$ cat src/rtl/fir_l3_pkg.sv
// fir_l3_pkg: shared lane count, widths and lane-state types for the L=3 FIR datapath.
// Latency: n/a (types and constants only).
// Backpressure: n/a.
package fir_l3_pkg;

  localparam int L3_LANES      = 3;
  localparam int L3_DATA_IN_W  = 64;
  localparam int L3_DATA_OUT_W = 16;
  localparam int L3_FRAC_SHIFT = 31;

  typedef logic [1:0] lane_idx_t;

  typedef enum logic [1:0] {
    LANE0 = 2'd0,
    LANE1 = 2'd1,
    LANE2 = 2'd2
  } lane_state_t;

endpackage

$ cat src/rtl/fir_l3_frame_fifo.sv
// fir_l3_frame_fifo: circular buffer of DEPTH frames, each WIDTH bits, with occupancy count.
// Latency: a push at edge N is visible on rdata after edge N when the buffer was empty.
// Backpressure: full/empty are registered-count based; push when full and pop when empty are ignored.
module fir_l3_frame_fifo #(
  parameter int WIDTH = 48,
  parameter int DEPTH = 4
) (
  input  logic                     clk,
  input  logic                     reset_n,
  input  logic                     push,
  input  logic [WIDTH-1:0]         wdata,
  input  logic                     pop,
  output logic [WIDTH-1:0]         rdata,
  output logic [$clog2(DEPTH):0]   count,
  output logic                     full,
  output logic                     empty
);

  localparam int AW = $clog2(DEPTH);
  localparam int CW = AW + 1;

  logic [WIDTH-1:0] mem [DEPTH];
  logic [AW-1:0]    wr_ptr;
  logic [AW-1:0]    rd_ptr;
  logic             push_ok;
  logic             pop_ok;

  assign full    = (count == CW'(DEPTH));
  assign empty   = (count == '0);
  assign push_ok = push && !full;
  assign pop_ok  = pop && !empty;
  assign rdata   = mem[rd_ptr];

  // Frame storage needs no reset: only slots covered by count are ever read out.
  always_ff @(posedge clk) begin
    if (push_ok) mem[wr_ptr] <= wdata;
  end

  // Pointers wrap naturally at the power-of-two depth; count tracks push minus pop.
  always_ff @(posedge clk or negedge reset_n) begin
    if (!reset_n) begin
      wr_ptr <= '0;
      rd_ptr <= '0;
      count  <= '0;
    end else begin
      if (push_ok) wr_ptr <= wr_ptr + AW'(1);
      if (pop_ok)  rd_ptr <= rd_ptr + AW'(1);
      case ({push_ok, pop_ok})
        2'b10:   count <= count + CW'(1);
        2'b01:   count <= count - CW'(1);
        default: count <= count;
      endcase
    end
  end

endmodule

$ cat src/rtl/fir_l3_out_serializer.sv
// fir_l3_out_serializer: rescales 3-lane Q31 FIR frames to 16-bit words and streams them oldest-first.
// Latency: a frame pushed at edge N into an empty buffer presents its first sample after edge N.
// Backpressure: FRAME_DEPTH-frame buffer; in_ready = !full, out_data holds while out_valid && !out_ready.
// Build option: define FIR_L3_SER_SAT_EN for saturating narrowing and ovf_sticky; otherwise wrap.
module fir_l3_out_serializer
  import fir_l3_pkg::*;
#(
  parameter int DATA_IN_WIDTH  = L3_DATA_IN_W,
  parameter int DATA_OUT_WIDTH = L3_DATA_OUT_W,
  parameter int FRAC_SHIFT     = L3_FRAC_SHIFT,
  parameter int FRAME_DEPTH    = 4
) (
  input  logic                      clk,
  input  logic                      reset_n,
  input  logic                      in_valid,
  output logic                      in_ready,
  input  logic [DATA_IN_WIDTH-1:0]  in_1,
  input  logic [DATA_IN_WIDTH-1:0]  in_2,
  input  logic [DATA_IN_WIDTH-1:0]  in_3,
  output logic                      out_valid,
  input  logic                      out_ready,
  output logic [DATA_OUT_WIDTH-1:0] out_data,
  output logic                      ovf_sticky
);

  localparam int IW = DATA_IN_WIDTH;
  localparam int OW = DATA_OUT_WIDTH;
  localparam int FW = L3_LANES * OW;

  // Half an output LSB in the input domain, for round-half-toward-+inf.
  localparam logic signed [IW:0] HALF =
    {{(IW + 1 - FRAC_SHIFT){1'b0}}, 1'b1, {(FRAC_SHIFT - 1){1'b0}}};

  logic [L3_LANES-1:0][IW-1:0] lane_in;
  logic [L3_LANES-1:0][IW:0]   sum;
  logic [L3_LANES-1:0][IW:0]   s;
  logic [FW-1:0]               wframe;
  logic [FW-1:0]               rframe;
  logic [$clog2(FRAME_DEPTH):0] fifo_count;
  logic                        fifo_full;
  logic                        fifo_empty;
  logic                        push;
  logic                        pop;
  logic                        fire;
  lane_state_t                 state;
  lane_state_t                 state_nx;
  logic                        unused_bits;

  assign lane_in[0] = in_1;
  assign lane_in[1] = in_2;
  assign lane_in[2] = in_3;

  assign in_ready  = !fifo_full;
  assign out_valid = !fifo_empty;
  assign push      = in_valid && in_ready;
  assign fire      = out_valid && out_ready;

  // Count is consumed only through full/empty; scaled upper bits only matter when saturating.
  assign unused_bits = ^{fifo_count, s};

`ifdef FIR_L3_SER_SAT_EN
  localparam logic signed [IW:0] SAT_MAX = {{(IW - OW + 2){1'b0}}, {(OW - 1){1'b1}}};
  localparam logic signed [IW:0] SAT_MIN = {{(IW - OW + 2){1'b1}}, {(OW - 1){1'b0}}};
  logic [L3_LANES-1:0] clamp;

  // Round, shift, then clamp each lane to the signed output range.
  always_comb begin
    wframe = '0;
    clamp  = '0;
    sum    = '0;
    s      = '0;
    for (int i = 0; i < L3_LANES; i++) begin
      sum[i] = $signed({lane_in[i][IW-1], lane_in[i]}) + HALF;
      s[i]   = $signed(sum[i]) >>> FRAC_SHIFT;
      if ($signed(s[i]) > SAT_MAX) begin
        wframe[i*OW +: OW] = SAT_MAX[OW-1:0];
        clamp[i]           = 1'b1;
      end else if ($signed(s[i]) < SAT_MIN) begin
        wframe[i*OW +: OW] = SAT_MIN[OW-1:0];
        clamp[i]           = 1'b1;
      end else begin
        wframe[i*OW +: OW] = s[i][OW-1:0];
      end
    end
  end

  // Remember any clamped lane of an accepted frame until reset.
  always_ff @(posedge clk or negedge reset_n) begin
    if (!reset_n)              ovf_sticky <= 1'b0;
    else if (push && |clamp)   ovf_sticky <= 1'b1;
  end
`else
  // Round, shift, then keep the low output bits (two's-complement wrap).
  always_comb begin
    wframe = '0;
    sum    = '0;
    s      = '0;
    for (int i = 0; i < L3_LANES; i++) begin
      sum[i]             = $signed({lane_in[i][IW-1], lane_in[i]}) + HALF;
      s[i]               = $signed(sum[i]) >>> FRAC_SHIFT;
      wframe[i*OW +: OW] = s[i][OW-1:0];
    end
  end

  assign ovf_sticky = 1'b0;
`endif

  fir_l3_frame_fifo #(
    .WIDTH (FW),
    .DEPTH (FRAME_DEPTH)
  ) u_frame_fifo (
    .clk     (clk),
    .reset_n (reset_n),
    .push    (push),
    .wdata   (wframe),
    .pop     (pop),
    .rdata   (rframe),
    .count   (fifo_count),
    .full    (fifo_full),
    .empty   (fifo_empty)
  );

  // Lane counter register.
  always_ff @(posedge clk or negedge reset_n) begin
    if (!reset_n) state <= LANE0;
    else          state <= state_nx;
  end

  // Select the current lane of the head frame; advance on transfer, pop the frame after lane 2.
  always_comb begin
    state_nx = state;
    pop      = 1'b0;
    out_data = '0;
    case (state)
      LANE0: begin
        out_data = rframe[0*OW +: OW];
        if (fire) state_nx = LANE1;
      end
      LANE1: begin
        out_data = rframe[1*OW +: OW];
        if (fire) state_nx = LANE2;
      end
      LANE2: begin
        out_data = rframe[2*OW +: OW];
        if (fire) begin
          state_nx = LANE0;
          pop      = 1'b1;
        end
      end
      default: state_nx = LANE0;
    endcase
    if (!out_valid) out_data = '0;
  end

endmodule

$ cat config.mk
export PLATFORM = sky130hd
export DESIGN_NAME = fir_l3_out_serializer
export DESIGN_NICKNAME = d
export VERILOG_FILES = /design/src/rtl/fir_l3_pkg.sv /design/src/rtl/fir_l3_frame_fifo.sv /design/src/rtl/fir_l3_out_serializer.sv
export SDC_FILE = /design/constraint.sdc
export NUM_CORES = 1
export LEC_CHECK = 0
export ABC_AREA = 1
export BUFFER_PORTS_ARGS = -buffer_cell sky130_fd_sc_hd__buf_2
export CAP_MARGIN = 20
export CORE_ASPECT_RATIO = 0.9
export CORE_UTILIZATION = 50
export CTS_CLUSTER_SIZE = 12
export DETAILED_ROUTE_END_ITERATION = 8
export PLACE_DENSITY = 0.74
export SKIP_CTS_REPAIR_TIMING = 1
export SYNTH_ARGS = -nofsm -noshare
export SYNTH_HDL_FRONTEND = slang
export SYNTH_SLANG_ARGS = --single-unit
$ cat constraint.sdc
create_clock -name clk -period 4.5 [get_ports clk]
set_clock_uncertainty 0.05 [all_clocks]
set_input_delay 0 -clock clk [delete_from_list [all_inputs] [get_ports clk]]
set_output_delay 0 -clock clk [all_outputs]
set_load 0.1 [all_outputs]
Word-level counts from Yosys, hierarchy flattened
Memories as Yosys holds them, arrays and structs flattened.
Cells that the tools add are included.
{"block": "totals", "memories": 1, "input_bits": 196, "ramBits": 192, "output_inout_bits": 19, "wordCells": 41, "regBits": 9}
{"name": "u_frame_fifo.mem", "depth": 4, "width": 48, "read_ports": 1, "rd_ports_with_merged_regs": 0, "write_ports": 1, "line": "fir_l3_frame_fifo.sv:22", "rtl": "logic [WIDTH-1:0] mem [DEPTH];"}
{"block": "op_classes", "n_addsub": 7, "n_eq_ne": 8, "muxes": 11, "reduce_logical": 10}
{"cell": "$add 47x32->47 const B", "n": 3}
{"cell": "$pmux 16 s3", "n": 1}
{"cell": "$mux 16", "n": 1}
{"cell": "$mux 2", "n": 3}
{"cell": "$ne 2x2->1 const B", "n": 3}
{"cell": "$pmux 2 s3", "n": 1}
{"cell": "$pmux 3 s2", "n": 1}
{"cell": "$add 2x1->2 const B", "n": 2}
{"cell": "$eq 2x1->1 const B", "n": 2}
{"cell": "$eq 2x2->1 const B", "n": 2}
{"cell": "$logic_and 1x1->1", "n": 4}
{"cell": "$mux 1", "n": 4}
{"cell": "$add 3x1->3 const B", "n": 1}
{"cell": "$eq 3x3->1 const B", "n": 1}
{"cell": "$logic_not 3->1", "n": 1}
{"cell": "$reduce_and 3->1", "n": 1}
{"cell": "$sub 3x1->3 const B", "n": 1}
{"cell": "$logic_not 1->1", "n": 2}
{"cell": "$logic_not 2->1", "n": 1}
{"cell": "$reduce_bool 2->1", "n": 1}

Depth between registers and ports, before layout
{"block": "logic_depth", "depth_word": 8, "depth_mapped": 11, "ltp_nobuf": 10}

Hierarchy
Synthesis repeated with hierarchy kept, for this count alone.
{"block": "hier_totals", "hier_cells": 986, "area_unflattened_um2": 9840.7}
{"module": "fir_l3_frame_fifo", "instances": 1, "cells_per_inst": 622, "seq_area_each_um2": 5940.7, "area_each_um2": 8132.8}
{"module": "fir_l3_out_serializer", "instances": 1, "cells_per_inst": 364, "seq_area_each_um2": 50.0, "area_each_um2": 1707.9}

Least setup slack after synthesis
Ideal clock, no wire load.
{"block": "synth_path", "path_kind": "reg-to-reg", "startpoint": "register u_frame_fifo.count[1]", "endpoint": "memory u_frame_fifo.mem[0][0] (enable)", "stages_incl_launch_ff": 5, "setup_ns": 0.454, "setup_slack_ns": 0.332, "arrival_ns": 3.664, "synth_period_minus_slack_ns": 4.168, "cell_sequence": "dfrtp_1 -> inv_1 -> nand3_1 -> nand2_1 -> nor2_1"}
{"block": "synth_via", "elab_chain_len": 6}
{"item": "start: declaration", "line": "fir_l3_frame_fifo.sv:14", "rtl": "output logic [$clog2(DEPTH):0] count,"}
{"item": "start signal: assignment", "line": "fir_l3_frame_fifo.sv:49", "rtl": "2'b10: count <= count + CW'(1);"}
{"item": "start signal: assignment", "line": "fir_l3_frame_fifo.sv:50", "rtl": "2'b01: count <= count - CW'(1);"}
{"item": "start signal: assignment", "line": "fir_l3_frame_fifo.sv:51", "rtl": "default: count <= count;"}
{"item": "$eq 3x3->1 *", "line": "fir_l3_frame_fifo.sv:28", "rtl": "assign full = (count == CW'(DEPTH));"}
{"item": "$logic_not 1->1 *", "line": "fir_l3_out_serializer.sv:53", "rtl": "assign in_ready = !fifo_full;"}
{"item": "named net in_ready", "line": "fir_l3_out_serializer.sv:16", "rtl": "output logic in_ready,"}
{"item": "$logic_and 1x1->1", "line": "fir_l3_out_serializer.sv:55", "rtl": "assign push = in_valid && in_ready;"}
{"item": "$logic_and 1x1->1 *", "line": "fir_l3_frame_fifo.sv:30", "rtl": "assign push_ok = push && !full;"}
{"item": "$mux 1 *", "line": "fir_l3_frame_fifo.sv:36", "rtl": "if (push_ok) mem[wr_ptr] <= wdata;"}
{"item": "$mux 1 (not written as such) *", "line": "fir_l3_frame_fifo.sv:36"}
{"item": "end: declaration", "line": "fir_l3_frame_fifo.sv:22"}
The timed path passes the listed nets; every way through them passes the cells marked *.

Final worst setup path
{"block": "layout_path", "startpoint": "register u_frame_fifo.rd_ptr[0]", "endpoint": "output out_data[4]"}
{"block": "layout_via", "elab_chain_len": 3}
{"item": "start: declaration", "line": "fir_l3_frame_fifo.sv:24", "rtl": "logic [AW-1:0] rd_ptr;"}
{"item": "start signal: assignment", "line": "fir_l3_frame_fifo.sv:47", "rtl": "if (pop_ok) rd_ptr <= rd_ptr + AW'(1);"}
{"item": "$mem_v2 4x48"}
{"item": "$pmux 16 s3", "line": "fir_l3_out_serializer.sv:134", "rtl": "case (state)"}
{"item": "$mux 16", "line": "fir_l3_out_serializer.sv:152", "rtl": "if (!out_valid) out_data = '0;"}
{"item": "end: declaration", "line": "fir_l3_out_serializer.sv:22", "rtl": "output logic [DATA_OUT_WIDTH-1:0] out_data,"}
No other way between the ends.

==> key figures <==
Place
  – Input/output buffers: 72
  – DP HPWL: 13,300 um
  – Gp weighted congestion: 0.821
  – DP Worst Slack: 1.91 ns

Power
  – LEAKAGE: 5.48 nW
  – Clk pwr share: 20.0%
  – Pwr per Cell Area: 675 mW/mm2
  – Psw: 3.71 mW
  – Sw frac: 47.3%
  – Maximum vdd drop: 1500 uV
  – P_int: 4.13 mW
  – Fraction of power consumed by sequential logic: 32.7%
  – Combinational power share: 47.3%

Synthesis
  – Gate Count Post-Synth: 1,080
  – Synth Flop Type: edfxtp_1
  – Syn avg cell area: 9.15 um2
  – Cell variety after synth: 23
  – Area contributors post-synth: edfxtp_1 (58%), nand2_1 (14%), inv_1 (9.2%), nand3_1 (6.5%), xor2_1 (2.8%)
  – Post-Syn Area: 0.00988 mm2
  – Synth warn: 0
  – Register area share after synthesis: 60.7%
  – Top-area cell type share of the netlist area: 58.4%
  – Ys async rst share: 4.48%
  – Largest area contributor in the netlist: edfxtp_1
  – Synth cell count leaders: nand2_1 (356), inv_1 (241), edfxtp_1 (192), nand3_1 (128), nor2_1 (37)
  – Seq cells post-synth: 201
  – Post-synth EDFFs: 192
  – Top-count cell post-synth: nand2_1
  – Post-Synthesis Net Count: 1,285

Layout
  – Share of cells above drive strength 1: 9.78%
  – Post-layout net count: 1,410
  – Multi-input gate area: 0.00279 mm2
  – Area Overhead vs Synth: 17.6%
  – Storage element area: 0.00599 mm2
  – Ant. Diodes: 0
  – Filler cells: 1,526

Floorplanning
  – Die Ht: 135 um
  – Die area: 0.0203 mm2
  – Starting Density: 51.2%
  – Core area: 0.0193 mm2
  – Die Wd: 150 um
  – I/O pin count: 215
  – # rows: 48

Routing
  – DR WL/cell: 15.0 um
  – Routed vias: 7,232
  – DR DRC count: 0
  – Drt total wl: 22,000 um
  – Initial drt markers: 521
  – Initial DRT Pass Iterations: 5
  – Vias per cell: 4.93
  – Antenna-violating nets left: 0

STA
  – Hold Vio Cnt, Final: 3
  – Slew Limit Headroom: 28.0%
  – Slew of the pin with the lowest slew margin: 1.08 ns
  – RSZ-0062 raised after global routing: false
  – Final Critical Period: 2.99 ns
  – Max Fclk: 0.334 GHz
  – Tcrit/Tclk final: 66.5%
  – Final Hold Slack: -0.00586 ns
  – Final number of setup-violating endpoints: 0
  – Fin. max-slew vios: 0
  – Total negative slack: 0 ns
  – Setup ws final: 1.51 ns

Clock tree
  – Clock Path Buffers: 3
  – TritonCTS buffer count: 22
  – H-tree Lvls: 1
  – CTS tree: done
  – Clock Latency Late Sink: 0.50 ns
  – Total clock sinks: 201
  – Root Driver: clkbuf_16
  – Reg clk slew, reported paths: 0.06 ns

Critical path
  – Worst Path Required: 4.45 ns
  – WS Path Type: flop to output pin
  – Critical Path Sink Type: output pin
  – Max FO, Critical Path: 54
  – Crit path DAT: 2.94 ns
  – CP startpoint kind: flop

GRT
  – First-pass GRT wire length: 33,000 um
  – Grt total ovfl: 0
  – Gr usage total: 21.4%
  – Number of global-route vias before repair: 6,605
  – Initial antenna violation count: 0
  – Largest net degree at the start of global routing: 99

Worst hold path
  – Tightest Hold Check Type: input port to flop

Run
  – Max Cap Viol: 0

Run status
  – Failing checks: negative hold slack
  – Status: complete, but fails checks
layer usage:
layer / track usage, % / share of wire, % / vias to the layer above
met4: 5.61 / 2.0 / 0
met1: 28.8 / 43 / 3340
li1: - / - / 3590
met2: 36.0 / 48 / 263
met3: 3.57 / 6.7 / 39
met5: 0 / 0 / -
metrics by stage:
step	cell area (um2)	power [mW]	std cells	hold slack [ns]	utilization, %
detailed placement	10500	6.26	1377	-0.177	54.2
global route	11600	8.27	1467	0.0107	60.2
finish	11600	7.84	1467	-0.00586	60.2
global placement	10500	6.20	1377	-0.188	54.2
floorplan	9880	5.48	1080	-0.346	-
CTS	11100	7.83	1413	-0.708	57.4
kinds of logic (layout without fill, tap and decap cells):
logic type                 Yosys count  after routing  share of synthesized area [%]
other                                1              1                         0.0380
AOI/OAI and AO/OA                    8              8                          0.405
DFF                                201            201                           60.7
buffers and inverters              280            417                           11.4
adders and majority gates            9              9                           1.22
and+or+nand+nor                    536            536                           22.3
xor gates and xnor gates            45             45                           3.99
worst paths after layout:
kind                                                    start                            endpoint  slack (ns)  cells after the start
max                        u_frame_fifo.rd_ptr[0]$_DFFE_PN0P_                         out_data[4]        1.51                     10
min                                                  in_3[38]   u_frame_fifo.mem[0][39]$_DFFE_PP_      -0.006                      3
max reg2reg                 u_frame_fifo.count[1]$_DFFE_PN0P_   u_frame_fifo.count[2]$_DFFE_PN0P_        1.95                     10
min reg2reg                 u_frame_fifo.count[0]$_DFFE_PN0P_   u_frame_fifo.count[0]$_DFFE_PN0P_        0.43                      1
max in group asynchronous                             reset_n  u_frame_fifo.rd_ptr[0]$_DFFE_PN0P_        3.58                      3
min in group asynchronous                             reset_n                state[1]$_DFFE_PN0P_        0.47                      3
area by class of cell:
class / count / share of cell area [%]
clock buffer: 30 / 5.00
clock inverter: 6 / 0.334
multi-input combinational: 599 / 24.0
tap: 250 / 2.69
sequential: 201 / 51.6
inverter: 244 / 7.89
timing repair buffer: 137 / 8.47
cell usage in the layout, fill, tap and decap left out, types with 5 or more instances in the layout:
cell type	Yosys	routed
buf_2	18	72
buf_4	2	11
clkbuf_1	10	8
clkbuf_16	0	22
dfrtp_1	9	8
dlygate4sd3_1	0	54
edfxtp_1	192	192
ha_1	8	8
inv_1	241	241
nand2_1	356	356
nand3_1	128	128
nor2_1	37	33
nor3_1	9	9
o21ai_0	5	5
xnor2_1	13	13
xor2_1	32	32
registers in the layout, indices dropped and copies added (netlist names):
register,count
u_frame_fifo.mem,192
u_frame_fifo.wr_ptr,2
state,2
u_frame_fifo.count,3
u_frame_fifo.rd_ptr,2
worst max-delay path: stages (launching register included):
cell and delay [ns]:
dfrtp_2 0.40, inv_2 0.69, buf_4 0.44, nand2_1 0.10, nand3_1 0.08, nand2_1 0.08
nand2_1 0.07, nand3_1 0.08, nand2_1 0.11, inv_1 0.07, buf_2 0.29
power by group through the flow:
stage	Clock, mW	Sequential, mW	Combinational (mW)
after floorplan	0	2.60	2.88
after global placement	0	2.59	3.61
after detailed placement	0	2.60	3.66
after CTS	1.59	2.56	3.68
after global routing	1.67	2.59	4.01
final	1.57	2.56	3.70
No activity file was read; power rests on OpenSTA's default activity.
